`config.mk`:
```
export PLATFORM = sky130hd
export DESIGN_NAME = leaf_out_arbiter
export DESIGN_NICKNAME = d
export VERILOG_FILES = /design/src/rtl/leaf_out_arbiter.sv
export SDC_FILE = /design/constraint.sdc
export NUM_CORES = 1
export LEC_CHECK = 0
export CORE_UTILIZATION = 41
export DETAILED_ROUTE_END_ITERATION = 10
export GPL_TIMING_DRIVEN = 0
export PLACE_DENSITY = 0.86
export SLEW_MARGIN = 5
export SYNTH_ARGS = -nofsm -noshare
export SYNTH_HDL_FRONTEND = slang
export SYNTH_SLANG_ARGS = --single-unit
```
`constraint.sdc`:
```
create_clock -name clk -period 3.6 [get_ports clk]
set_input_delay 0.36 -clock clk [delete_from_list [all_inputs] [get_ports clk]]
set_output_delay 0.36 -clock clk [all_outputs]
set_load 0.1 [all_outputs]
```
`src/rtl/leaf_out_arbiter.sv`:
```
// Round-robin, burst-granular arbiter that merges several operator output streams into one
// leaf interface output port through a single registered stage tagged with the source index.
module leaf_out_arbiter #(
    parameter int unsigned NUM_REQ      = 4,
    parameter int unsigned REQ_BITS     = 2,
    parameter int unsigned PAYLOAD_BITS = 32,
    parameter int unsigned BURST_MAX    = 16
) (
    input  logic                            clk,
    input  logic                            reset,
    input  logic                            en,
    input  logic [NUM_REQ*PAYLOAD_BITS-1:0] din_req,
    input  logic [NUM_REQ-1:0]              vld_req,
    output logic [NUM_REQ-1:0]              ack_req,
    output logic [PAYLOAD_BITS-1:0]         dout,
    output logic                            vld_out,
    input  logic                            ack_out,
    output logic [REQ_BITS-1:0]             src_out,
    output logic                            busy
);

    typedef enum logic [0:0] {StIdle, StGrant} state_e;

    state_e                  state_q, state_d;
    logic [REQ_BITS-1:0]     g_q, g_d;
    logic [REQ_BITS-1:0]     last_q, last_d;
    logic [REQ_BITS-1:0]     src_q, src_d;
    logic [7:0]              cnt_q, cnt_d;
    logic [PAYLOAD_BITS-1:0] dout_q, dout_d;
    logic                    vld_q, vld_d;

    logic                    vld_g;
    logic [PAYLOAD_BITS-1:0] din_g;
    logic                    grant_ack;
    logic                    xfer;
    logic [REQ_BITS-1:0]     pick;
    logic                    pick_vld;

    // Two ascending passes give the scan order last+1, last+2, ... modulo NUM_REQ.
    always_comb begin
        pick     = '0;
        pick_vld = 1'b0;
        for (int unsigned j = 0; j < NUM_REQ; j++) begin
            if (!pick_vld && vld_req[j] && (REQ_BITS'(j) > last_q)) begin
                pick_vld = 1'b1;
                pick     = REQ_BITS'(j);
            end
        end
        for (int unsigned j = 0; j < NUM_REQ; j++) begin
            if (!pick_vld && vld_req[j] && (REQ_BITS'(j) <= last_q)) begin
                pick_vld = 1'b1;
                pick     = REQ_BITS'(j);
            end
        end
    end

    always_comb begin
        vld_g = 1'b0;
        din_g = '0;
        for (int unsigned j = 0; j < NUM_REQ; j++) begin
            if (g_q == REQ_BITS'(j)) begin
                vld_g = vld_req[j];
                din_g = din_req[j*PAYLOAD_BITS +: PAYLOAD_BITS];
            end
        end
    end

    // The grant's accept depends only on state and the output stage, never on vld_req.
    assign grant_ack = !vld_q || ack_out;
    assign xfer      = (state_q == StGrant) && vld_g && grant_ack;

    always_comb begin
        ack_req = '0;
        if (state_q == StGrant) begin
            for (int unsigned j = 0; j < NUM_REQ; j++) begin
                if (g_q == REQ_BITS'(j)) begin
                    ack_req[j] = grant_ack;
                end
            end
        end
    end

    always_comb begin
        state_d = state_q;
        g_d     = g_q;
        last_d  = last_q;
        cnt_d   = cnt_q;
        case (state_q)
            StIdle: begin
                if (en && pick_vld) begin
                    g_d     = pick;
                    cnt_d   = '0;
                    state_d = StGrant;
                end
            end
            StGrant: begin
                if (!vld_g) begin
                    state_d = StIdle;
                    last_d  = g_q;
                end else if (xfer) begin
                    cnt_d = cnt_q + 8'd1;
                    if (cnt_q == 8'(BURST_MAX - 1)) begin
                        state_d = StIdle;
                        last_d  = g_q;
                    end
                end
            end
            default: state_d = StIdle;
        endcase
    end

    always_comb begin
        vld_d  = xfer || (vld_q && !ack_out);
        dout_d = xfer ? din_g : dout_q;
        src_d  = xfer ? g_q : src_q;
    end

    always_ff @(posedge clk or posedge reset) begin
        if (reset) begin
            state_q <= StIdle;
            g_q     <= '0;
            last_q  <= REQ_BITS'(NUM_REQ - 1);
            cnt_q   <= '0;
            dout_q  <= '0;
            src_q   <= '0;
            vld_q   <= 1'b0;
        end else begin
            state_q <= state_d;
            g_q     <= g_d;
            last_q  <= last_d;
            cnt_q   <= cnt_d;
            dout_q  <= dout_d;
            src_q   <= src_d;
            vld_q   <= vld_d;
        end
    end

    assign dout    = dout_q;
    assign src_out = src_q;
    assign vld_out = vld_q;
    assign busy    = (state_q == StGrant) || vld_q;

endmodule

```
==> impl_metrics.ini <==
[placement]
postPlaceCellArea_um2 = 4890
io_buffer_count = 175
place_hpwl_um = 7280
gp_congestion = 0.824

[die]
fp.coreArea_um2 = 6910
die_h_um = 87.5
start_util_pct = 43.4
die_w_um = 87.5
fp-row-count = 30
dieArea_um2 = 7650
io_pins = 176

[finish]
syn2layout_area_growth_pct = 66.8
nets = 532
drive_gt1_share_pct = 21.5
antenna_cells = 0
final_cell_mix = 175 x clkdlybuf4s50_1, 46 x dfrtp_1, 33 x mux4_2, 27 x mux2_4, 13 x nand2_1
mostFrequentLayoutCell = clkdlybuf4s50_1
design_area_um2 = 4990

[detailed_routing]
first_pass_iters = 4
ant_nets = 0
drc = 0
routed_wl_um = 8760
dr.first_iter.drc_count = 104
avgViaCountPerCell = 5.32
vias = 2619
wire_per_inst_um = 17.8

[clock_network]
clock-root-buffer = clkbuf_8
clkSlewWorstSetupHoldPaths_ns = 0.09
clk_path_buf_depth = 2
cts.hold.buffers_added = 0
cts_sinks = 48
post_cts_resized = 0
cts_tree = yes
cts_made_buffers = 5
htree_levels = 2
clock_latency_ns = 0.30
cts_setup_buffers = 0

[power]
ir_drop_uv = 530
power_density_nw_per_um2 = 1010
total_leakage_power_nw = 2.03

[timing]
maxSlewViolCount = 0
finalSetupViolations = 0
worst_pin_slew_ns = 1.02
finalCritPeriodShare_pct = 94.0
period_needed_ns = 3.38
relSlewSlack_pct = 31.5
fin_tns_setup_ns = 0
rsz0062_at_grt = false
hold_violations = 0
skew_ns = 0.0107
fmax_mhz = 296

[yosys]
synth_area_leaders = dfrtp_1 38%, mux4_2 25%, mux2_4 14%
yosys.area_share.adder_pct = 0.418
synth_compound_area_share_pct = 5.60
synthSimpleGateAreaFrac_pct = 8.48
synth_cells = 212
synth_xor_area_share_pct = 0.293
ys_types = 42
synthMuxAreaShare_pct = 41.3
syn-num-nets = 349
ys_warn_count = 0
synth_top_family_by_area = multiplexers
synth_area_leader_cell = dfrtp_1
synthFlopType = dfrtp_1
syn_area_per_cell_um2 = 14.1
async_flop_share_pct = 100
ys_seq_elements = 48
synth_edf_count = 0
synth_top_area_share_pct = 38.4
syn-cell-area_um2 = 2990
synth-seq-area-share_pct = 40.2

[global_route]
use_met2_pct = 44.0
grt_pass1_vias = 2730
grt-busiest-layer = met2
met1_usage_pct = 26.4
grt_overflow = 0
grt_usage_pct = 23.4
grt_pass1_wl_um = 13400
grt_start_max_net_pins = 32
use_met3_pct = 5.97
antenna_found_initial = 0

[worst_setup_path]
crit_path_end_kind = output pin
cp-startpoint = g_q[1]
critical_path_arrival_ns = 3.02
critPathMaxFanout = 10
crit_required_ns = 3.24
reg2reg_from = g_q[0]
start_kind = flop
r2r_slack_ns = 1.49
critical_path_class = flop to output pin

[flow_run]
cap_violations = 0

[worst_hold_path]
hp-class = input pin to async pin

[run_status]
outcome = finished, final reports clean
## cell families (layout without fill, tap and decap cells)
group	count (synthesis)	count (layout)
AO/OA/AOI/OAI	26	26
adder cells (fa/ha/maj)	1	1
XOR/XNOR	1	1
multiplexers	68	68
AND/OR/NAND/NOR	48	48
flip-flops	48	48
buffers and inverters	20	204
## routing by layer
| layer | up-vias | share of wire (%) | wire [um] |
|---|---|---|---|
| met3 | 12 | 7.8 | 682 |
| li1 | 1193 | - | - |
| met2 | 132 | 54 | 4760 |
| met4 | 0 | 1.5 | 134 |
| met1 | 1282 | 36 | 3190 |
| met5 | - | 0 | 0 |
## flip-flops by register name (all words and copies together) (netlist names)
signal and flops:
dout 32, cnt_q 8, g_q 2, last_q 2, src_out 2, state_q 1
vld_out 1
## worst paths after layout
kind	endpoint	cells past startpoint
hold reg to reg	dout[25]	2
setup reg to reg	dout[28]	4
hold / removal	dout[31]	2
min in group clk	dout[25]	2
max in group asynchronous	last_q[0]	3
setup / recovery	ack_req[2]	5
## synth_stat cells (3+ instances only)
master / count
dfrtp_1: 46
mux4_2: 33
mux2_4: 27
nand2_1: 13
nand3_1: 11
buf_2: 5
inv_1: 5
mux2_1: 5
o21ai_0: 5
a21oi_1: 4
buf_6: 4
nor3_1: 4
o21ai_1: 4
clkbuf_1: 3
nor2_1: 3
## final cells by class
type,count,area (um^2)
fill,513,1910
inverter,6,22.5
timing repair buffer,176,1770
multi-input combinational,144,1680
sequential,48,1200
buffer,14,88.8
clock buffer,6,72.6
clock inverter,2,35.0
tap,96,120
## critical path, cell delays in order, from the launching register on
cell and delay (ns):
dfrtp_1 0.43, buf_1 0.51, buf_2 0.36, inv_2 0.07
nor3_1 0.17, clkdlybuf4s50_1 1.16
## through the flow
stage	util, %	instances	setup WS [ns]	hold WS (ns)	total power [W]
final	72.3	492	0.216	0.379	0.00504
after detailed placement	70.7	484	0.502	0.470	0.00468
after global routing	72.3	492	0.0515	0.404	0.00525
after CTS	72.3	492	0.159	0.385	0.00507
after floorplan	-	212	0.0262	0.474	0.00380
after global placement	70.5	483	0.516	0.469	0.00462
## power by group
part           leakage (nW)  internal, W  switching [W]
clock network        0.0552     0.000206       0.000179
registers             0.579     0.000794       0.000161
logic                  1.40      0.00132        0.00237
total                  2.03      0.00232        0.00271
No activity file was read; power rests on OpenSTA's default activity.
